==> src/rtl/tdc_hit_pipeline.sv <==
// TDC start-hit pipeline: multi-stage tap sampling, tap-0 hit detection, dead time, hit counting.
// Optional majority-3 bubble filter on the captured word: define TDC_PIPE_BUBBLE_FILTER_EN.
module tdc_hit_pipeline #(
  parameter int NFF         = 208,
  parameter int NSTAGES     = 2,
  parameter int HOLD_CYCLES = 4,
  parameter int CNT_W       = 16
) (
  input  logic             clk,
  input  logic             rst,
  input  logic             en,
  input  logic [NFF-1:0]   pipe_in,
  output logic [NFF-1:0]   pipe_out,
  output logic [NFF-1:0]   hit_word,
  output logic             hit_valid,
  output logic             busy,
  output logic [CNT_W-1:0] hit_count
);

  localparam logic [1:0] IDLE    = 2'd0;
  localparam logic [1:0] CAPTURE = 2'd1;
  localparam logic [1:0] DEAD    = 2'd2;
  localparam logic [1:0] REARM   = 2'd3;

  localparam int DW = (HOLD_CYCLES > 1) ? $clog2(HOLD_CYCLES) : 1;

  logic [NFF-1:0]   stages [NSTAGES];
  logic [1:0]       state;
  logic [DW-1:0]    dead_cnt;
  logic             prev_b0;
  logic             rise;
  logic [NFF-1:0]   capture_word;

`ifdef TDC_PIPE_BUBBLE_FILTER_EN
  // Neighbours outside the chain are pinned: below tap 0 reads as 1, above the top tap as 0.
  function automatic logic [NFF-1:0] maj_filter(input logic [NFF-1:0] p);
    logic [NFF+1:0] x;
    logic [NFF-1:0] f;
    x = {1'b0, p, 1'b1};
    for (int k = 0; k < NFF; k++) begin
      f[k] = (x[k] & x[k+1]) | (x[k+1] & x[k+2]) | (x[k] & x[k+2]);
    end
    return f;
  endfunction

  assign capture_word = maj_filter(pipe_out);
`else
  assign capture_word = pipe_out;
`endif

  // Metastability/sampling stages, all held when en is low.
  always_ff @(posedge clk) begin
    if (rst) begin
      for (int i = 0; i < NSTAGES; i++) begin
        stages[i] <= '0;
      end
    end else if (en) begin
      stages[0] <= pipe_in;
      for (int i = 1; i < NSTAGES; i++) begin
        stages[i] <= stages[i-1];
      end
    end
  end

  assign pipe_out = stages[NSTAGES-1];
  assign rise     = pipe_out[0] & ~prev_b0;

  // Hit FSM, dead-time counter, snapshot and saturating hit counter.
  always_ff @(posedge clk) begin
    if (rst) begin
      state     <= IDLE;
      dead_cnt  <= '0;
      prev_b0   <= 1'b0;
      hit_word  <= '0;
      hit_count <= '0;
    end else if (en) begin
      prev_b0 <= pipe_out[0];
      case (state)
        IDLE: begin
          if (rise) begin
            hit_word <= capture_word;
            if (hit_count != {CNT_W{1'b1}}) begin
              hit_count <= hit_count + CNT_W'(1);
            end
            state <= CAPTURE;
          end
        end
        CAPTURE: begin
          dead_cnt <= DW'(HOLD_CYCLES - 1);
          state    <= DEAD;
        end
        DEAD: begin
          // Edges arriving during dead time are dropped, not queued.
          if (dead_cnt == '0) begin
            state <= REARM;
          end else begin
            dead_cnt <= dead_cnt - DW'(1);
          end
        end
        REARM: begin
          if (!pipe_out[0]) begin
            state <= IDLE;
          end
        end
        default: begin
          state <= IDLE;
        end
      endcase
    end
  end

  // Strobe is a decode of the registered state; a stalled CAPTURE is reported once en returns.
  assign hit_valid = (state == CAPTURE) & en & ~rst;
  assign busy      = (state != IDLE);

endmodule

==> config.mk <==
export PLATFORM = sky130hd
export DESIGN_NAME = tdc_hit_pipeline
export DESIGN_NICKNAME = d
export VERILOG_FILES = /design/src/rtl/tdc_hit_pipeline.sv
export SDC_FILE = /design/constraint.sdc
export NUM_CORES = 1
export LEC_CHECK = 0
export BUFFER_PORTS_ARGS = -buffer_cell sky130_fd_sc_hd__buf_2
export CORE_AREA = 4 4 250 252
export CTS_BUF_LIST = sky130_fd_sc_hd__clkbuf_16
export DETAILED_ROUTE_END_ITERATION = 10
export DIE_AREA = 0 0 254 256
export GPL_ROUTABILITY_DRIVEN = 0
export HOLD_SLACK_MARGIN = 0.05
export PLACE_DENSITY_LB_ADDON = 0.2
export SLEW_MARGIN = 20
export SYNTH_ARGS = -nofsm -noshare
export SYNTH_HDL_FRONTEND = slang
export SYNTH_SLANG_ARGS = --single-unit
export TNS_END_PERCENT = 10
==> constraint.sdc <==
create_clock -name clk -period 8.8 [get_ports clk]
set_input_delay 1.76 -clock clk [delete_from_list [all_inputs] [get_ports clk]]
set_output_delay 1.76 -clock clk [all_outputs]
set_load 0.01 [all_outputs]
# == Word-level counts from Yosys, hierarchy flattened ==
# Memories as Yosys holds them, arrays and structs flattened.
# Cells that the tools add are included.
# Widths: inputs -> output; s select.
# totals
regBits,229
latchBits,0
ramBits,416
mem_bits_ro,0
in_bits,211
output_inout_bits,434
word_cells,44
memories,1
# memory_table
name,depth,width,read_ports,rd_clocked_by_memory_dff,write_ports,line_no,rtl
stages,2,208,2,0,2,27,logic [NFF-1:0] stages [NSTAGES];
# classes
n_addsub,2
multipliers,0
div,0
magnitude_cmp,0
eq_ne,8
shifts,0
muxes,13
bitwise,7
n_reduce_logical,8
# op_table
cell,count
$mux 208,2
$add 16x1->16 const B,1
$ne 16x16->1 const B,1
$mux 2,4
$ne 2x2->1 const B,4
$pmux 2 s4,1
$reduce_and 4->1,2
$reduce_and 3->1,2
$mux 1,5
$eq 2x2->1 const B,2
$logic_not 2->1,2
$pmux 2 s2,1
$reduce_bool 2->1,2
$and 1x1->1,3
$eq 2x1->1 const B,1
$not 1->1,2
$or 1x1->1,2
$sub 2x1->2 const B,1

# == Longest topological paths before layout ==
# logic_depth
depth_word,4
depth_mapped,8
mapped_depth_nobuf,6

# == Worst setup path before layout ==
# No wires, ideal clock.
# synth_timing
kind,in2reg
startpoint,in rst
endpoint,"mem stages[0][0], enable pin"
setup_time_ns,0.608
arrival_ns,7.276
path_slack_ns,0.915
path_stages,3
n_path_buf,2
path_cell_list,clkbuf_1 clkbuf_1 or2_2
# synth_rtl
element,line_no,rtl
from (decl),10,"input logic rst,"
to (decl),27,

# == Worst setup path in the final report ==
# layout_timing
startpoint,in rst
endpoint,out hit_valid
# layout_between
elab_chain_cells,2
# layout_rtl
element,line_no,rtl
$not 1->1,113,assign hit_valid = (state == CAPTURE) & en & ~rst;
$and 1x1->1,113,
to (decl),15,"output logic hit_valid,"
# Every way passes these cells.

==> out/metrics.cfg <==
[die]
rows = 90
fp.dieH_um = 256
coreArea_sq_mm = 0.0601
die_area_sq_mm = 0.0650
pin_count = 645
die_w_um = 254
initial_core_util = 0.416

[global_routing]
antenna_found_initial = 34
grt_max_degree = 273
overflow = 0
grt_pass1_vias = 15499
grt_use_total = 0.178
grt_pass1_wl_mm = 90.5

[setup_path]
critPathRequiredTime_ns = 7.04
start_kind = primary input
cp-end-kind = output port
r2r_end = hit_count[6]
path_cells = buf_6, nor2b_4, and2_1, buf_2
crit_path_max_fanout = 93
crit_family = buffers and inverters
regToRegSetupSlack_ns = 5.74
crit_buf_inv = 2
arrival_ns = 2.75
r2r-start = state[0]
slowest_stage = buf_6
reg2reg_depth = 7
path_class = in -> out
crit_cells = 4
max_stage_delay_ns = 0.54

[clock_network]
hold_buffers = 0
cts_buffers = 71
post_cts_resized = 0
tritoncts = built
clock_latency_ns = 0.59
post_cts_buffers = 0
root_buffer = clkbuf_16
htree_num_levels = 3
clkSinkCount = 645
cts_buffer_depth = 3
clkTransAtPathRegs_ns = 0.06

[timing]
worst_slew_pin_slew_ns = 1.05
finalSetupViolCount = 0
clock_skew_ns = 0.0224
setup_slack_ns = 4.29
tns_ns = 0
hold_viol_final = 0
max_freq_mhz = 222
drv_slew = 0
fin_crit_sh = 0.512
rsz0062_at_grt = no
period_needed_ns = 4.51
relSlewSlack = 0.301
holdWs_ns = 0.447

[routing]
drt_first_pass_iters = 5
drc = 0
antenna_left = 0
wl_per_cell_um = 17.8
vias = 15825
first_iter_violations = 979
via_per_inst = 4.67
finalWirelength_mm = 60.4

[synthesis]
synth_top_cell_by_area = edfxtp_1
ys_seq_area_frac = 0.683
yosys-top-cells-count = 421 x nand2_1, 417 x and2_1, 416 x edfxtp_1
synth.distinct_cells = 37
ys_seq_elements = 645
syn_area_per_cell_sq_um = 11.8
synth_warnings = 0
ys.flop_type = edfxtp_1
yosys.cell_count.top_type = nand2_1
syn_nets = 2339
async_flop_share = 0
synth.cell_area_sq_mm = 0.0250
netlist_instances = 2122
synth_top_area_frac = 0.499
netlist_top_cells_area = edfxtp_1 50%, dfxtp_1 18%, and2_1 10%
synth_edf_count = 416

[power_and_ir_drop]
pwr-share-seq = 0.524
p_sw_mw = 1.49
p_per_area_mw_per_mm2 = 224
p_sw_frac = 0.224
power.leakage_nw = 12.6
power.total_mw = 6.64
clkPwrFrac = 0.417
vdd_drop_max_mv = 0.120
pwr-share-comb = 0.059
p_int_mw = 5.15

[finish]
final_util = 0.493
drive_gt1_frac = 0.296
areaGrowthSynthToFinish_pct = 18.5
nets = 2739

[hold_path]
min_path_type = reg -> reg
whs_path_depth = 2
holdPathEnd = hit_word[33]
min_from = hit_word[33]

[run]
drv_cap = 0

[placed_design]
port_buffers = 644
dpl_worst_slack_ns = 4.07
hpwl_mm = 41.3

[run_status]
status = complete, no violations

per-layer routing:
layer | GRT usage | share of wire | up-vias | wire length (um)
met4 | 0.0821 | 0.037 | 16 | 2220
met5 | 0 | 0.0017 | - | 102
met1 | 0.213 | 0.39 | 7413 | 23500
met3 | 0.0564 | 0.086 | 138 | 5190
met2 | 0.293 | 0.49 | 558 | 29400
li1 | - | - | 7700 | -
power by group through the flow:
stage	clock network (mW)	registers, mW	logic [mW]
6_report	2.77	3.48	0.390
5_1_grt	2.99	3.49	0.432
4_1_cts	2.86	3.48	0.396
3_5_place_dp	0	3.54	0.395
3_3_place_gp	0	3.54	0.388
2_1_floorplan	0	3.53	0.286
sequential cells by signal, indices dropped and copies added (netlist names):
name / cells
dead_cnt: 2
prev_b0: 1
stages: 416
hit_word: 208
state: 2
hit_count: 16
cell type report:
class                   instances  area [sq um]
multi-input cells            1140          5900
diodes                         25          62.6
repair buffers                657          3410
clock inverters                55           312
clock buffers                  75          1880
well taps                     782           978
inverters                       7          26.3
fillers                      5419         30500
flip-flops and latches        645         17100
worst max-delay path by stage:
stage | from | slack (ns) | to
2_1_floorplan | rst | 0.92 | stages[0][0]
3_3_place_gp | rst | 4.13 | stages[0][357]
3_5_place_dp | rst | 4.07 | stages[0][142]
4_1_cts | rst | 4.25 | hit_valid
5_1_grt | rst | 4.20 | hit_valid
6_report | rst | 4.29 | hit_valid
logic make-up (layout without fill, tap and decap cells):
kind of cell,after synthesis,after routing,synth area share
XOR/XNOR,1,1,0.000350
AO/OA/AOI/OAI,241,241,0.0498
adder cells (fa/ha/maj),6,6,0.00300
multiplexers,4,4,0.00170
other,0,25,0
buffers and inverters,337,794,0.0820
AND/OR/NAND/NOR,888,888,0.181
flip-flops,645,645,0.683
worst reg2reg max path: stages (launching register included):
cell,delay [ns]
dfxtp_1,0.34
inv_1,0.09
ha_1,0.29
and4b_4,0.58
buf_4,0.74
nand2_1,0.24
or4_1,0.55
a21oi_1,0.16
placed cells by master, fill, tap and decap left out, types with 5 or more instances in the layout:
master | Yosys | layout
nor2_1 | 8 | 8
o31ai_1 | 8 | 8
nand4_1 | 6 | 6
clkinv_1 | 0 | 12
or4_1 | 7 | 7
o21ai_0 | 7 | 7
or3_1 | 5 | 5
nand2_1 | 421 | 421
a21oi_1 | 220 | 220
edfxtp_1 | 416 | 416
diode_2 | 0 | 25
clkinv_2 | 0 | 11
and2_1 | 417 | 417
clkbuf_16 | 0 | 75
ha_1 | 6 | 6
dfxtp_1 | 229 | 229
nand3_1 | 5 | 5
inv_1 | 7 | 28
buf_2 | 1 | 643
buf_4 | 209 | 7
stage by stage:
stage,cell area (sq um),cells
detailed placement,27300,3229
floorplan,25000,2122
finish,29600,3386
CTS,29500,3359
global route,29600,3378
global placement,27300,3229
(Power assumes the default switching activity.)
